$ cat config.mk
export PLATFORM = sky130hd
export DESIGN_NAME = wb_host_bridge
export DESIGN_NICKNAME = d
export VERILOG_FILES = /design/src/rtl/wb_host_bridge.sv
export SDC_FILE = /design/constraint.sdc
export NUM_CORES = 1
export LEC_CHECK = 0
export BUFFER_PORTS_ARGS = -buffer_cell sky130_fd_sc_hd__buf_2
export CAP_MARGIN = 15
export CORE_UTILIZATION = 46
export DETAILED_ROUTE_END_ITERATION = 8
export GPL_TIMING_DRIVEN = 0
export PLACE_DENSITY = 0.81
export SKIP_LAST_GASP = 1
export SLEW_MARGIN = 30
export SYNTH_ARGS = -nofsm -noshare
export SYNTH_HDL_FRONTEND = slang
export SYNTH_SLANG_ARGS = --single-unit
$ cat constraint.sdc
create_clock -name wb_clk_i -period 3.7 [get_ports wb_clk_i]
set_clock_uncertainty 0.2 [all_clocks]
set_input_delay 0.185 -clock wb_clk_i [delete_from_list [all_inputs] [get_ports wb_clk_i]]
set_output_delay 0.185 -clock wb_clk_i [all_outputs]
set_load 0.02 [all_outputs]
$ cat src/rtl/wb_host_bridge.sv
// Single-outstanding bridge from a valid/ready command/response port onto a
// Wishbone classic master, with an abort after TIMEOUT unacknowledged cycles.
module wb_host_bridge #(
  parameter int unsigned TIMEOUT = 255
) (
  input  logic        wb_clk_i,
  input  logic        wb_rst_i,
  input  logic        cmd_valid,
  output logic        cmd_ready,
  input  logic        cmd_we,
  input  logic [31:0] cmd_adr,
  input  logic [31:0] cmd_dat,
  input  logic [3:0]  cmd_sel,
  output logic        rsp_valid,
  input  logic        rsp_ready,
  output logic [31:0] rsp_dat,
  output logic        rsp_err,
  output logic        wbm_cyc_o,
  output logic        wbm_stb_o,
  output logic        wbm_we_o,
  output logic [3:0]  wbm_sel_o,
  output logic [31:0] wbm_adr_o,
  output logic [31:0] wbm_dat_o,
  input  logic [31:0] wbm_dat_i,
  input  logic        wbm_ack_i
);

  typedef enum logic [1:0] {
    IDLE = 2'd0,
    BUS  = 2'd1,
    RESP = 2'd2
  } state_t;

  localparam logic [7:0] TO_LAST = 8'(TIMEOUT - 32'd1);

  state_t     state;
  state_t     state_nxt;
  logic [7:0] cnt;
  logic       cyc;
  logic       to_hit;

  assign cmd_ready = (state == IDLE);
  assign wbm_cyc_o = cyc;
  assign wbm_stb_o = cyc;
  assign to_hit    = (cnt == TO_LAST);

  // State register
  always_ff @(posedge wb_clk_i or posedge wb_rst_i) begin
    if (wb_rst_i) begin
      state <= IDLE;
    end else begin
      state <= state_nxt;
    end
  end

  // Next-state decode; ack beats timeout when both land on the same edge
  always_comb begin
    state_nxt = state;
    case (state)
      IDLE: begin
        if (cmd_valid) begin
          state_nxt = BUS;
        end else begin
          state_nxt = IDLE;
        end
      end
      BUS: begin
        if (wbm_ack_i || to_hit) begin
          state_nxt = RESP;
        end else begin
          state_nxt = BUS;
        end
      end
      RESP: begin
        if (rsp_ready) begin
          state_nxt = IDLE;
        end else begin
          state_nxt = RESP;
        end
      end
      default: state_nxt = IDLE;
    endcase
  end

  // Bus-side registers, timeout counter and response registers
  always_ff @(posedge wb_clk_i or posedge wb_rst_i) begin
    if (wb_rst_i) begin
      cnt       <= 8'd0;
      cyc       <= 1'b0;
      wbm_we_o  <= 1'b0;
      wbm_sel_o <= 4'd0;
      wbm_adr_o <= 32'd0;
      wbm_dat_o <= 32'd0;
      rsp_valid <= 1'b0;
      rsp_dat   <= 32'd0;
      rsp_err   <= 1'b0;
    end else begin
      case (state)
        IDLE: begin
          if (cmd_valid) begin
            wbm_we_o  <= cmd_we;
            wbm_sel_o <= cmd_sel;
            wbm_adr_o <= cmd_adr;
            wbm_dat_o <= cmd_dat;
            cnt       <= 8'd0;
            cyc       <= 1'b1;
          end
        end
        BUS: begin
          if (wbm_ack_i) begin
            cyc       <= 1'b0;
            rsp_dat   <= wbm_we_o ? 32'd0 : wbm_dat_i;
            rsp_err   <= 1'b0;
            rsp_valid <= 1'b1;
          end else if (to_hit) begin
            cyc       <= 1'b0;
            rsp_dat   <= 32'd0;
            rsp_err   <= 1'b1;
            rsp_valid <= 1'b1;
          end else begin
            cnt <= cnt + 8'd1;
          end
        end
        RESP: begin
          // Response fields return to their idle values once consumed
          if (rsp_ready) begin
            rsp_valid <= 1'b0;
            rsp_dat   <= 32'd0;
            rsp_err   <= 1'b0;
          end
        end
        default: begin
          cyc       <= 1'b0;
          rsp_valid <= 1'b0;
        end
      endcase
    end
  end

endmodule

Word level (Yosys, flattened, before mapping)

Cells that the tools add are included.

Output and inout port bits: 106
Word-level logic and storage cells: 53
Register bits after elaboration: 114
Latch bits: 0
Input port bits: 106
Memories: 0
Bits in read-only memories: 0
RAM bits: 0

Order comparisons: 0
$add $sub $neg: 1
Shift operators: 0
Multipliers: 0
Div/mod/pow operators: 0
Bitwise logic cells: 2
Multiplexer cells: 23
Reductions and logical operators: 9
Equality and inequality tests: 8

Operators by type and width:

| operator            | number |
|---|---|
| $mux 32             | 4 |
| $pmux 32 s2         | 1 |
| $mux 8              | 3 |
| $pmux 8 s2          | 1 |
| $reduce_and 3->1    | 3 |
| $add 8x1->8 const B | 1 |
| $eq 8x8->1 const B  | 1 |
| $mux 1              | 8 |
| $ne 2x2->1 const B  | 4 |
| $pmux 1 s3          | 2 |
| $pmux 2 s3          | 1 |
| $mux 2              | 2 |
| $reduce_and 4->1    | 1 |
| $reduce_bool 2->1   | 2 |
| $ne 3x3->1 const B  | 1 |
| $eq 2x1->1 const B  | 1 |
| $eq 2x2->1 const B  | 1 |
| $logic_not 2->1     | 1 |
| $not 1->1           | 2 |
| $pmux 1 s2          | 1 |
| $reduce_and 2->1    | 1 |
| $logic_or 1x1->1    | 1 |

Longest topological paths before layout

Gate-level depths: netlist (run 1).

Depth after elaboration: 4
Mapped depth: 7

Least setup slack after synthesis (run 1)

OpenSTA, ideal clock, no wires.

Kind: register to register
Start point: reg state[0]
End point: reg cnt[3]
Setup slack: 1.844 ns
Stages on the path, launching flop included: 7
Clock period less this slack: 1.856 ns
Path buffers: 2
Arrival: 1.532 ns
Data required time: 3.376 ns
Path through: dfrtp_1 > buf_6 > nor2_2 > nand2_1 > and2_1 > buf_6 > a211o_2

Cells in the longest elaborated chain, start to end: 3

Ends and longest elaborated chain:

| what                                                             | RTL line | source |
|---|---|---|
| from (decl)                                                      | 36       | `state_t state;` |
| from (signal assigned)                                           | 52       | `state <= state_nxt;` |
| $logic_not 2->1 *                                                | n/a      |  |
| net cmd_ready                                                    | 9        | `output logic cmd_ready,` |
| $ne 2x2->1 (no line) / $reduce_bool 2->1 (equally long branches) | n/a      |  |
| $reduce_and 4->1 (no line)                                       | n/a      |  |
| to (signal assigned)                                             | 121      | `cnt <= cnt + 8'd1;` |
| to (decl)                                                        | 38       | `logic [7:0] cnt;` |

The timed path passes the listed nets; every way through them passes the cells marked *.
A chain may end at the register's enable or synchronous reset.

Final worst setup path (run 1)

Start point: reg state[1]
End point: reg rsp_dat[20]

Cells in the longest elaborated chain, start to end: 3

Ends and longest elaborated chain:

| what                                            | RTL line | source |
|---|---|---|
| $eq 2x1->1 / $eq 2x2->1 (equally long branches) | 98       | `case (state)` |
| $ne 3x3->1 (no line) (tied with other cells)    | n/a      |  |
| $reduce_and 3->1 (no line)                      | n/a      |  |
| to (signal assigned)                            | 112      | `rsp_dat <= wbm_we_o ? 32'd0 : wbm_dat_i;` |
| to (decl)                                       | 16       | `output logic [31:0] rsp_dat,` |

Parallel ways exist; a longest one is shown, timed or not.

==> results.toml, run 1 <==
[pwr]
power_density_nw_per_um2 = 876.2
peakVddDrop_v = 0.0004633
power_mw = 6.411
leakagePower_nw = 4.025

[synthesis]
synth_edf_count = 0
yosys_register_bits = 114
avgSynthCellArea_um2 = 9.995
synth_area_um2 = 4418
yosysUniqueCellTypes = 33
synthFlopType = "dfrtp_1"
syn-num-nets = 550
ys.warnings.count = 0
synth_top_area_share_pct = 64.57
syn_inst = 442
netlist_top_cells_area = "dfrtp_1 (65%), nand2_1 (18%), a22o_1 (6.3%), clkbuf_1 (1.3%), nand3_1 (0.79%)"
synth_top_area_cell = "dfrtp_1"
yosysSeqAreaShare_pct = 64.57
ys_async_sr_fraction_pct = 100.0

[global_routing]
track_usage_pct = 30.81
antenna_found_initial = 0
grt_max_degree = 64
overflow = 0
grt_pass1_vias = 4837
grt_pass1_wl_um = 23580

[status]
status = "finished, final reports clean"

[die]
chipWidth_um = 100
fp-row-count = 35
fp.dieH_um = 100
core_area_um2 = 9284
ios = 212
dieArea_um2 = 10000
start_util_pct = 47.59

[timing]
fin_crit_ps = 2047
fmax_mhz = 488.5
grt_setup_unrepaired = "no"
relSlewSlack_pct = 62.09
setup_viol = 0
period_share_pct = 55.32
maxSlewViolCount = 0
worst_slew_pin_slew_ps = 568.6
fin_tns_setup_ps = 0
hold_viol_final = 0

[worst_setup_path]
cp_max_fo = 10
required_ps = 3930
crit_type = "reg2reg"
crit_path_start_kind = "flip-flop"
cp.arrival_ps = 2280
r2r_start = "state[1]"
r2r_end = "rsp_dat[20]"
r2r_slack_ps = 1650
r2r_cells = 4
end_kind = "flip-flop"

[drt]
avgViaCountPerCell = 5.026
first_pass_iters = 5
wl_per_cell_um = 16.25
drt_iter0_drc = 158
remaining_drc_errors = 0
wirelength_um = 14950
drtAntennaViolNets = 0
vias = 4624

[layout]
regArea_um2 = 2853
fillCellCount = 546
area_growth_pct = 65.62
layout_commonest_cell = "buf_2"
drive_gt1_share_pct = 33.00
multi_input_area_um2 = 1419
fin_nets = 886
antennaDiodeCount = 0
final_cell_mix = "buf_2 (217), nand2_1 (216), dfrtp_1 (114)"

[cts]
cts_tree = "yes"
h-tree-depth = 4
cts_made_buffers = 17
clock-sinks = 114
cts_root_buf = "clkbuf_8"
cts_max_path_buffers = 2
cts-resized-gates = 0
clk_pin_slew_ps = 60
clk_latency_ps = 500

[placement]
gp_congestion = 0.7770
portBuffers = 211
dp_hpwl_um = 8183

[min_path]
hp-class = "in2async"

[job]
max_cap_violations = 0
## cell families (layout without fill, tap and decap cells)
group	Yosys count	count (layout)	share of synthesized area (%)
AND/OR/NAND/NOR	240	240	21.55
flip-flops	114	114	64.57
XOR/XNOR	1	1	0.1983
AO/OA/AOI/OAI	54	54	9.799
buffers and inverters	31	380	3.313
adder cells (fa/ha/maj)	2	2	0.5663
## synthesized netlist by cell type, types with 3 or more instances
cell / n
a21o_1: 3
a22o_1: 32
nor2_1: 5
dfrtp_1: 114
buf_2: 6
nand2_1: 216
a21oi_1: 4
clkbuf_1: 15
nand3_1: 7
o21ai_0: 4
inv_1: 6
## per-layer routing
| layer | vias to the layer above | share of wire (%) | track usage [%] |
|---|---|---|---|
| li1 | 2110 | - | - |
| met3 | 45 | 8.2 | 9.123 |
| met1 | 2224 | 39 | 35.10 |
| met5 | - | 0 | 0 |
| met2 | 245 | 50 | 53.63 |
| met4 | 0 | 2.8 | 14.05 |
## stage by stage
step / utilization, % / cell area (um2) / setup slack, ps / cells / hold WS (ps)
2_1_floorplan: - / 4418 / 299.3 / 442 / 87.05
3_5_place_dp: 61.05 / 5668 / 1690 / 783 / 104.9
3_3_place_gp: 60.70 / 5635 / -784.3 / 782 / 173.1
6_report: 78.81 / 7317 / 1653 / 920 / 128.6
5_1_grt: 78.81 / 7317 / 1589 / 920 / 167.4
4_1_cts: 78.81 / 7317 / 1682 / 920 / 116.3
## what timing repair did
action	in CTS	in global routing
hold buffers	105	0
setup buffers	0	0
hold endpoints to repair	170	0
## sequential cells by signal, summed over array words and instances (netlist names)
| name | flops |
|---|---|
| state | 2 |
| cnt | 8 |
| rsp_dat | 32 |
| wbm_adr_o | 32 |
| wbm_sel_o | 4 |
| wbm_dat_o | 32 |
| wbm_we_o | 1 |
| rsp_valid | 1 |
| wbm_cyc_o | 1 |
| rsp_err | 1 |
## worst max path at each step
stage | start | end | slack [ps] | cells after the start
5_1_grt | cnt[0] | rsp_err | 1590 | 7
2_1_floorplan | wb_rst_i | cnt[0] | 300 | 1
6_report | state[1] | rsp_dat[20] | 1650 | 4
4_1_cts | state[0] | cnt[3] | 1680 | 6
3_3_place_gp | wb_rst_i | wbm_dat_o[23] | -780 | 2
3_5_place_dp | state[0] | cnt[3] | 1690 | 6
## report_power, final
| part | switching (mW) | total, mW | internal [mW] | leakage, nW |
|---|---|---|---|---|
| clock | 0.608 | 1.64 | 1.04 | 0.280 |
| combinational | 1.70 | 2.60 | 0.902 | 2.30 |
| sequential | 0.358 | 2.17 | 1.81 | 1.45 |
| total | 2.66 | 6.41 | 3.75 | 4.02 |
## area by class of cell
class / instances / share of cell area [%]
clock buffer: 18 / 5.711
sequential: 114 / 38.99
clock inverter: 14 / 2.462
buffer: 25 / 1.693
inverter: 6 / 0.3762
tap: 129 / 2.206
multi-input combinational: 297 / 19.39
timing repair buffer: 317 / 29.17
## worst max-delay path, stage by stage, from the launching register on
cell	delay [ps]
dfrtp_1	440
nand2b_1	250
nor3_2	350
clkbuf_1	470
a22o_1	270
(Power assumes the default switching activity.)
==> run 2: changes to the inputs <==
==> constraint.sdc (replaced) <==
create_clock -name wb_clk_i -period 1.97 [get_ports wb_clk_i]
set_clock_uncertainty 0.2 [all_clocks]
set_input_delay 0.0985 -clock wb_clk_i [delete_from_list [all_inputs] [get_ports wb_clk_i]]
set_output_delay 0.0985 -clock wb_clk_i [all_outputs]
set_load 0.02 [all_outputs]
==> results.toml, run 2 (synthesis results as in run 1) <==
[layout]
fillCellCount = 537
layout_commonest_cell = "nand2_1"
finalNonFillerCells = 926
reg_top3 = "rsp_dat x32, wbm_adr_o x32, wbm_dat_o x32"
antennaDiodeCount = 0
drive_gt1_share_pct = 34.76
area_growth_pct = 67.52
final_cell_mix = "nand2_1 (215), buf_2 (214), dfrtp_1 (114)"
fin_nets = 892

[pwr]
clockPowerShare_pct = 25.3
p_seq_share_pct = 33.6
power_mw = 12.06
peakVddDrop_v = 0.0009540
power_density_nw_per_um2 = 1630
p_int_mw = 7.126
p_sw_share_pct = 40.92
leakagePower_nw = 4.082
p_comb_share_pct = 41.1
p_sw_mw = 4.935

[placement]
portBuffers = 211
dp.cells = 785
gp_congestion = 0.7507
dp_hpwl_um = 8257

[timing]
worst_slew_pin_slew_ps = 590.9
relSlewSlack_pct = 60.52
fin_crit_ps = 1888
period_share_pct = 95.83
fmax_mhz = 529.7
setup_viol = 0
hold_viol_final = 0
maxSlewViolCount = 0

[drt]
avgViaCountPerCell = 4.969
wirelength_um = 15000
drt_iter0_drc = 194
first_pass_iters = 5
remaining_drc_errors = 0
drtAntennaViolNets = 0
vias = 4601
wl_per_cell_um = 16.20

[cts]
h-tree-depth = 4
clk_latency_ps = 490
cts_root_buf = "clkbuf_8"
clk_pin_slew_ps = 60
cts_max_path_buffers = 2
cts_made_buffers = 17
cts_tree = "yes"
clock-sinks = 114

[die]
core_area_um2 = 9284
dieArea_um2 = 10000
fp.dieH_um = 100
ios = 212
fp-row-count = 35
start_util_pct = 47.59
chipWidth_um = 100

[worst_setup_path]
critPathTopFamily = "compound AO/OA/AOI/OAI gates"
path_depth = 8
cp_max_fo = 10
crit_type = "reg2reg"
crit_end = "rsp_dat[18]"
r2r_end = "rsp_dat[18]"
path_buf_inv = 3
cp.arrival_ps = 2060
startpoint = "cnt[0]"
required_ps = 2140
slowest_stage = "dfrtp_1"
r2r_cells = 8
cp_cell_sequence = "inv_1 > ha_1 > nand3_2 > o21ai_2 > a21oi_2 > buf_4 > clkbuf_4 > a22o_1"
r2r_slack_ps = 80
r2r_start = "cnt[0]"
crit_path_start_kind = "flip-flop"
end_kind = "flip-flop"
cpPeakStageDelay_ps = 390

[global_routing]
overflow = 0
track_usage_pct = 30.29
grt_max_degree = 32
grt_pass1_wl_um = 23270
grt_pass1_vias = 4891
antenna_found_initial = 0

[min_path]
hp-class = "in2async"

[status]
status = "finished, final reports clean"

[job]
max_cap_violations = 0
[run 2: layout make-up]
cell class / count / area (um2) / area share, %
Sequential cell: 114 / 2853 / 38.55
Timing Repair Buffer: 323 / 2197 / 29.69
Multi-Input combinational cell: 297 / 1430 / 19.32
Clock buffer: 19 / 431.7 / 5.833
Clock inverter: 13 / 161.4 / 2.181
Tap cell: 129 / 161.4 / 2.181
Buffer: 25 / 140.1 / 1.893
Inverter: 6 / 26.28 / 0.3550
[run 2: timing repair]
item | CTS | global route
resized for setup | 1 | 21
endpoints found under the hold margin | 193 | 0
setup endpoints to repair | 1 | 43
setup buffers | 0 | 4
hold buffers | 105 | 0
pin swaps | 0 | 2
[run 2: routing by layer]
metal	vias to the layer above	wire, um	global-route usage (%)	part of all wire, %
met2	219	7878	53.53	53
met3	53	1013	9.401	6.8
met1	2214	5591	33.29	37
li1	2115	-	-	-
met5	-	0	0	0
met4	0	514	14.38	3.4
[run 2: worst min path at each step]
stage	start	endpoint	slack, ps	depth (start not counted)
final	wb_rst_i	rsp_dat[14]	80	3
after global routing	wb_rst_i	rsp_dat[14]	90	3
after CTS	wb_rst_i	rsp_dat[14]	10	3
after detailed placement	wb_rst_i	rsp_dat[24]	-4	2
after global placement	cmd_dat[10]	wbm_dat_o[10]	90	3
after floorplan	wbm_ack_i	rsp_err	0.5	1
[run 2: worst register-to-register path, stage by stage (launching register included)]
cell and delay (ps):
dfrtp_1 390, inv_1 70, ha_1 160, nand3_2 120
o21ai_2 200, a21oi_2 70, buf_4 160, clkbuf_4 190
a22o_1 210
[run 2: per-stage QoR]
stage                     hold slack (ps)  TNS (ps)  area, um2  utilization [%]  setup WS (ps)
after floorplan                    0.5450         0       4422                -          113.9
after global placement              87.45    -39010       5639            60.74         -347.3
after detailed placement           -3.961    -1.413       5699            61.39         -1.413
after CTS                           12.91         0       7346            79.12          61.16
after global routing                90.39    -12.06       7401            79.72         -10.70
final                               77.48         0       7401            79.72          82.15
[run 2: power groups by stage]
stage | combinational, mW | clock (mW) | sequential, mW
2_1_floorplan | 1.65 | 0 | 5.21
3_3_place_gp | 4.42 | 0 | 3.95
3_5_place_dp | 4.54 | 0 | 4.00
4_1_cts | 4.73 | 3.07 | 3.99
5_1_grt | 5.32 | 3.21 | 4.15
6_report | 4.96 | 3.05 | 4.05
